File: src/rtl/csr_pkg.sv
// Shared constants, state encoding and CSR address legality helper for the CSR execution unit.
package csr_pkg;

  localparam logic [2:0] F3_RW  = 3'b001;
  localparam logic [2:0] F3_RS  = 3'b010;
  localparam logic [2:0] F3_RC  = 3'b011;
  localparam logic [2:0] F3_RWI = 3'b101;
  localparam logic [2:0] F3_RSI = 3'b110;
  localparam logic [2:0] F3_RCI = 3'b111;

  localparam logic [11:0] CSR_WRITE = 12'h000;
  localparam logic [11:0] CSR_CAUSE = 12'h001;
  localparam logic [11:0] CSR_EPC   = 12'h002;

  typedef enum logic [1:0] {
    IDLE        = 2'd0,
    WAIT_COMMIT = 2'd1,
    WRITE       = 2'd2,
    BCAST       = 2'd3
  } state_e;

  // Writable only if not in the read-only space and actually implemented.
  function automatic logic csr_addr_legal(input logic [11:0] addr);
    return (addr[11:10] != 2'b11) &&
           ((addr == CSR_WRITE) || (addr == CSR_CAUSE) || (addr == CSR_EPC));
  endfunction

endpackage

File: src/rtl/csr_alu.sv
// Combinational Zicsr new-value and write-enable computation.
module csr_alu
  import csr_pkg::*;
#(
  parameter int unsigned XLEN = 32
) (
  input  logic [2:0]      funct3_i,
  input  logic [XLEN-1:0] old_i,
  input  logic [XLEN-1:0] rs1_val_i,
  input  logic [4:0]      zimm_i,
  input  logic            rs1_zero_i,
  output logic [XLEN-1:0] new_val_o,
  output logic            we_o
);

  logic [XLEN-1:0] src;
  logic            src_zero;

  always_comb begin
    src       = funct3_i[2] ? XLEN'(zimm_i) : rs1_val_i;
    src_zero  = funct3_i[2] ? (zimm_i == 5'd0) : rs1_zero_i;
    new_val_o = old_i;
    we_o      = 1'b0;
    case (funct3_i)
      F3_RW, F3_RWI: begin
        new_val_o = src;
        we_o      = 1'b1;
      end
      F3_RS, F3_RSI: begin
        new_val_o = old_i | src;
        we_o      = !src_zero;
      end
      F3_RC, F3_RCI: begin
        new_val_o = old_i & ~src;
        we_o      = !src_zero;
      end
      default: ; // 000/100: no write, old value still broadcast
    endcase
  end

endmodule

File: src/rtl/csr_exec_unit.sv
// Zicsr execution unit: holds one op until ROB commit, writes the CSR file, then returns the old value on the CDB.
// Optional feature: define CSR_ILLEGAL_CHECK_EN to reject writes to read-only/unimplemented CSRs.
module csr_exec_unit
  import csr_pkg::*;
#(
  parameter int unsigned TAG_W = 6,
  parameter int unsigned XLEN  = 32
) (
  input  logic             clk,
  input  logic             reset,
  input  logic             issue_valid,
  output logic             issue_ready,
  input  logic [2:0]       issue_funct3,
  input  logic [11:0]      issue_csr_addr,
  input  logic [XLEN-1:0]  issue_csr_old,
  input  logic [XLEN-1:0]  issue_rs1_val,
  input  logic [4:0]       issue_zimm,
  input  logic             issue_rs1_zero,
  input  logic [TAG_W-1:0] issue_tag,
  input  logic [TAG_W-1:0] rob_head_tag,
  input  logic             rob_head_valid,
  input  logic             flush,
  output logic             csr_done,
  output logic [XLEN-1:0]  csr_result,
  output logic [11:0]      csr_wr_addr,
  output logic             cdb_req,
  input  logic             cdb_grant,
  output logic [TAG_W-1:0] cdb_tag,
  output logic [XLEN-1:0]  cdb_value,
  output logic             illegal_sig
);

  state_e           state_q;
  logic             ready_q;
  logic [2:0]       funct3_q;
  logic [11:0]      addr_q;
  logic [XLEN-1:0]  old_q;
  logic [XLEN-1:0]  rs1_q;
  logic [4:0]       zimm_q;
  logic             rs1_zero_q;
  logic [TAG_W-1:0] tag_q;
  logic             done_q;
  logic [XLEN-1:0]  result_q;
  logic [11:0]      wr_addr_q;
  logic             cdb_req_q;
  logic [TAG_W-1:0] cdb_tag_q;
  logic [XLEN-1:0]  cdb_value_q;
  logic [XLEN-1:0]  alu_new;
  logic             alu_we;
  logic             head_match;
`ifdef CSR_ILLEGAL_CHECK_EN
  logic             illegal_q;
`endif

  csr_alu #(.XLEN(XLEN)) u_alu (
    .funct3_i   (funct3_q),
    .old_i      (old_q),
    .rs1_val_i  (rs1_q),
    .zimm_i     (zimm_q),
    .rs1_zero_i (rs1_zero_q),
    .new_val_o  (alu_new),
    .we_o       (alu_we)
  );

  assign head_match = rob_head_valid && (rob_head_tag == tag_q);

  always_ff @(posedge clk or negedge reset) begin
    if (!reset) begin
      state_q     <= IDLE;
      ready_q     <= 1'b1;
      funct3_q    <= 3'd0;
      addr_q      <= 12'd0;
      old_q       <= '0;
      rs1_q       <= '0;
      zimm_q      <= 5'd0;
      rs1_zero_q  <= 1'b0;
      tag_q       <= '0;
      done_q      <= 1'b0;
      result_q    <= '0;
      wr_addr_q   <= 12'd0;
      cdb_req_q   <= 1'b0;
      cdb_tag_q   <= '0;
      cdb_value_q <= '0;
`ifdef CSR_ILLEGAL_CHECK_EN
      illegal_q   <= 1'b0;
`endif
    end else begin
      done_q <= 1'b0;
`ifdef CSR_ILLEGAL_CHECK_EN
      illegal_q <= 1'b0;
`endif
      case (state_q)
        IDLE: begin
          if (issue_valid && ready_q && !flush) begin
            funct3_q   <= issue_funct3;
            addr_q     <= issue_csr_addr;
            old_q      <= issue_csr_old;
            rs1_q      <= issue_rs1_val;
            zimm_q     <= issue_zimm;
            rs1_zero_q <= issue_rs1_zero;
            tag_q      <= issue_tag;
            ready_q    <= 1'b0;
            state_q    <= WAIT_COMMIT;
          end
        end
        WAIT_COMMIT: begin
          // Flush wins over a same-cycle commit match.
          if (flush) begin
            state_q <= IDLE;
            ready_q <= 1'b1;
          end else if (head_match) begin
            state_q <= WRITE;
            if (alu_we) begin
`ifdef CSR_ILLEGAL_CHECK_EN
              if (csr_addr_legal(addr_q)) begin
                done_q    <= 1'b1;
                result_q  <= alu_new;
                wr_addr_q <= addr_q;
              end else begin
                illegal_q <= 1'b1;
              end
`else
              done_q    <= 1'b1;
              result_q  <= alu_new;
              wr_addr_q <= addr_q;
`endif
            end
          end
        end
        WRITE: begin
`ifdef CSR_ILLEGAL_CHECK_EN
          if (illegal_q) begin
            state_q <= IDLE;
            ready_q <= 1'b1;
          end else begin
`else
          begin
`endif
            cdb_req_q   <= 1'b1;
            cdb_tag_q   <= tag_q;
            cdb_value_q <= old_q;
            state_q     <= BCAST;
          end
        end
        BCAST: begin
          if (cdb_grant) begin
            cdb_req_q <= 1'b0;
            state_q   <= IDLE;
            ready_q   <= 1'b1;
          end
        end
        default: begin
          state_q <= IDLE;
          ready_q <= 1'b1;
        end
      endcase
    end
  end

  assign issue_ready = ready_q;
  assign csr_done    = done_q;
  assign csr_result  = result_q;
  assign csr_wr_addr = wr_addr_q;
  assign cdb_req     = cdb_req_q;
  assign cdb_tag     = cdb_tag_q;
  assign cdb_value   = cdb_value_q;
`ifdef CSR_ILLEGAL_CHECK_EN
  assign illegal_sig = illegal_q;
`else
  assign illegal_sig = 1'b0;
`endif

endmodule
File: config.mk
export PLATFORM = sky130hd
export DESIGN_NAME = csr_exec_unit
export DESIGN_NICKNAME = d
export VERILOG_FILES = /design/src/rtl/csr_pkg.sv /design/src/rtl/csr_alu.sv /design/src/rtl/csr_exec_unit.sv
export SDC_FILE = /design/constraint.sdc
export NUM_CORES = 1
export LEC_CHECK = 0
export ABC_CLOCK_PERIOD_IN_PS = 4680
export CAP_MARGIN = 20
export CORE_ASPECT_RATIO = 1.2
export CORE_MARGIN = 2
export CORE_UTILIZATION = 54
export CTS_CLUSTER_DIAMETER = 30
export DETAILED_ROUTE_END_ITERATION = 16
export PLACE_DENSITY = 0.86
export SYNTH_ARGS = -nofsm -noshare
export SYNTH_HDL_FRONTEND = slang
export SYNTH_SLANG_ARGS = --single-unit
File: constraint.sdc
create_clock -name clk -period 4.68 [get_ports clk]
set_input_delay 0.468 -clock clk [delete_from_list [all_inputs] [get_ports clk]]
set_output_delay 0.468 -clock clk [all_outputs]
set_load 0.01 [all_outputs]
==> results.sh <==
export IMPL_status="complete, no violations"
export IMPL_dr_first_iter_drc_count=225
export IMPL_num_antenna_cells=0
export IMPL_setup_violations=0
export IMPL_fmax_ghz=0.3655
export IMPL_synth_edff_count=0
export IMPL_dpl_hpwl_um=12090
export IMPL_worst_slack_ps=1944
export IMPL_hold_violations=0
export IMPL_worst_setup_path_type="flip-flop to flip-flop"
export IMPL_finalSetupTns_ps=0
export IMPL_firstDrtPassIters=4
export IMPL_synth_largest_area_cell="dfrtp_1"
export IMPL_synth_simple_area_share_pct=4.126
export IMPL_critical_path_required_ps=4980
export IMPL_syn_nets=662
export IMPL_rsz0062_at_grt="no"
export IMPL_synth_most_common_cell="dfrtp_1"
export IMPL_p_per_area_nw_per_um2=301.7
export IMPL_slew_limit_headroom_pct=43.23
export IMPL_port_buffers=187
export IMPL_max_cap_violations=0
export IMPL_cp_end_kind="flip-flop"
export IMPL_cts_buffer_depth=2
export IMPL_synth_top_family_by_area="multiplexers"
export IMPL_slew_viol_final=0
export IMPL_drt_wl_total_um=18530
export IMPL_critPathLaunchType="flip-flop"
export IMPL_fp_dieW_um=114.1
export IMPL_min_delay_path_class="input port to asynchronous set/reset pin"
export IMPL_ant_nets=0
export IMPL_clock_latency_ps=430
export IMPL_skew_ps=6.578
export IMPL_nets=841
export IMPL_syn_area_per_cell_um2=14.05
export IMPL_min_period_ps=2736
export IMPL_ys_async_sr_fraction_pct=100.0
export IMPL_clock_sinks=178
export IMPL_synth_area_um2=7855
export IMPL_rows=48
export IMPL_cts_buffers=17
export IMPL_syn_to_final_growth_pct=33.59
export IMPL_ys_seq_area_share_pct=56.72
export IMPL_cp_max_fo=44
export IMPL_fp_dieArea_um2=15530
export IMPL_grt_first_pass_wirelength_um=29430
export IMPL_synth_compound_area_share_pct=5.718
export IMPL_ys_ff_latch=178
export IMPL_worst_pin_slew_ps=851.6
export IMPL_die_y_um=136.1
export IMPL_synthAdderAreaFrac_pct=0
export IMPL_gp_routability_congestion=0.8243
export IMPL_synthFlopType="dfrtp_1"
export IMPL_yosys_area_top_type_share_pct=56.39
export IMPL_yosys_top_cells_area="dfrtp_1 (56%), mux2_2 (20%), mux2_4 (7.5%)"
export IMPL_yosysWarnings=0
export IMPL_num_fill_cells=934
export IMPL_synth_commonest_cells="dfrtp_1 (177), mux2_2 (138), a21oi_1 (62)"
export IMPL_arrival_ps=3040
export IMPL_cts_setup_buffers=0
export IMPL_post_cts_resized=0
export IMPL_post_route_period_util_pct=58.47
export IMPL_wl_per_cell_um=20.01
export IMPL_overflow=0
export IMPL_synth_xor_area_share_pct=3.680
export IMPL_vias=5142
export IMPL_grt_max_degree=92
export IMPL_drive_above_1_share_pct=30.09
export IMPL_cts_tree="done"
export IMPL_placeableCoreArea_um2=14290
export IMPL_hold_buffers=0
export IMPL_ir_drop_mv=0.2305
export IMPL_grt_total_usage_pct=24.81
export IMPL_post_place_ws_ps=1688
export IMPL_htreeDepth=4
export IMPL_clkTransAtPathRegs_ps=70
export IMPL_start_util_pct=54.95
export IMPL_grt_pass1_vias=5639
export IMPL_vias_per_cell=5.553
export IMPL_pin_count=189
export IMPL_p_leak_nw=4.909
export IMPL_yosys_cell_types_count=33
export IMPL_drc_errors=0
export IMPL_final_core_util_pct=73.42
export IMPL_muxShareOfSynthArea_pct=27.37
export IMPL_syn_inst=559
export IMPL_cts_root_buf="clkbuf_16"
export IMPL_antenna_found_initial=0
## cells in the final DEF, fill, tap and decap left out, types with 2 or more instances in the layout
cell type	synthesis	final
nand2_1	19	18
clkinv_4	0	3
nand2b_1	4	3
nor2b_1	28	28
inv_6	0	2
dfrtp_1	177	176
xnor2_1	33	33
clkdlybuf4s50_1	0	186
clkbuf_8	0	4
buf_12	0	2
bufinv_16	0	3
mux2_4	39	39
o221ai_1	4	4
buf_4	1	5
a21oi_1	62	62
inv_1	3	3
clkbuf_16	0	17
mux2_2	138	138
## kinds of logic (layout without fill, tap and decap cells)
family	after synthesis	in the layout
AOI/OAI and AO/OA	74	74
xor gates and xnor gates	33	33
buffers and inverters	37	229
DFF	178	178
muxes	178	178
other	1	1
and+or+nand+nor	58	58
## where the power goes
| group | switching, mW | internal [mW] | total, mW |
|---|---|---|---|
| clock network | 0.599 | 0.903 | 1.50 |
| registers | 0 | 1.54 | 1.54 |
| logic | 0.0471 | 0.0786 | 0.126 |
## sequential cells by signal, indices dropped and copies added (netlist names), 6 cells and up, named ones only
name / count
cdb_value: 32
csr_result: 32
old_q: 32
rs1_q: 32
addr_q: 12
csr_wr_addr: 12
cdb_tag: 6
tag_q: 6
## final timing paths
| check | start | end | slack (ps) | cells after the start |
|---|---|---|---|---|
| setup reg to reg | funct3_q[2] | csr_wr_addr[1] | 1940 | 6 |
| max in group asynchronous | reset | rs1_q[15] | 3630 | 2 |
| min in group clk | addr_q[4] | csr_wr_addr[4] | 500 | 1 |
| hold reg to reg | addr_q[4] | csr_wr_addr[4] | 500 | 1 |
| hold / removal | reset | cdb_tag[4] | 80 | 1 |
| setup / recovery | funct3_q[2] | csr_wr_addr[1] | 1940 | 6 |
## per-layer routing
layer / vias to the layer above / part of all wire, % / wire [µm] / track usage [%]
li1: 2317 / - / - / -
met4: 0 / 2.2 / 399 / 8.198
met1: 2636 / 39 / 7287 / 29.35
met5: - / 0 / 0 / 0
met3: 25 / 6.6 / 1222 / 8.426
met2: 164 / 52 / 9623 / 42.53
## through the flow
stage / cell area, µm² / hold slack (ps) / std cells / total power, mW
finish: 10490 / 80.65 / 926 / 3.166
global route: 10490 / 126.6 / 926 / 3.261
global placement: 9843 / 468.9 / 893 / 1.693
CTS: 10470 / 102.7 / 925 / 3.189
detailed placement: 9843 / 491.0 / 893 / 1.695
floorplan: 7855 / 172.4 / 559 / 1.574
## worst max-delay path, stage by stage, from the launching register on
cell       delay, ps
dfrtp_1          320
buf_4            390
nand2b_1         220
o311ai_4         150
a2111oi_4        370
buf_4            720
mux2_2           430
## final cells by class
cell class | count | area, µm² | area share [%]
clock buffer | 22 | 484.2 | 4.614
tap | 175 | 219.0 | 2.087
inverter | 3 | 11.26 | 0.1073
sequential | 178 | 4457 | 42.47
multi-input combinational | 344 | 3226 | 30.74
clock inverter | 10 | 146.4 | 1.395
timing repair buffer | 194 | 1951 | 18.59
Power figures use the tool's default switching activity.
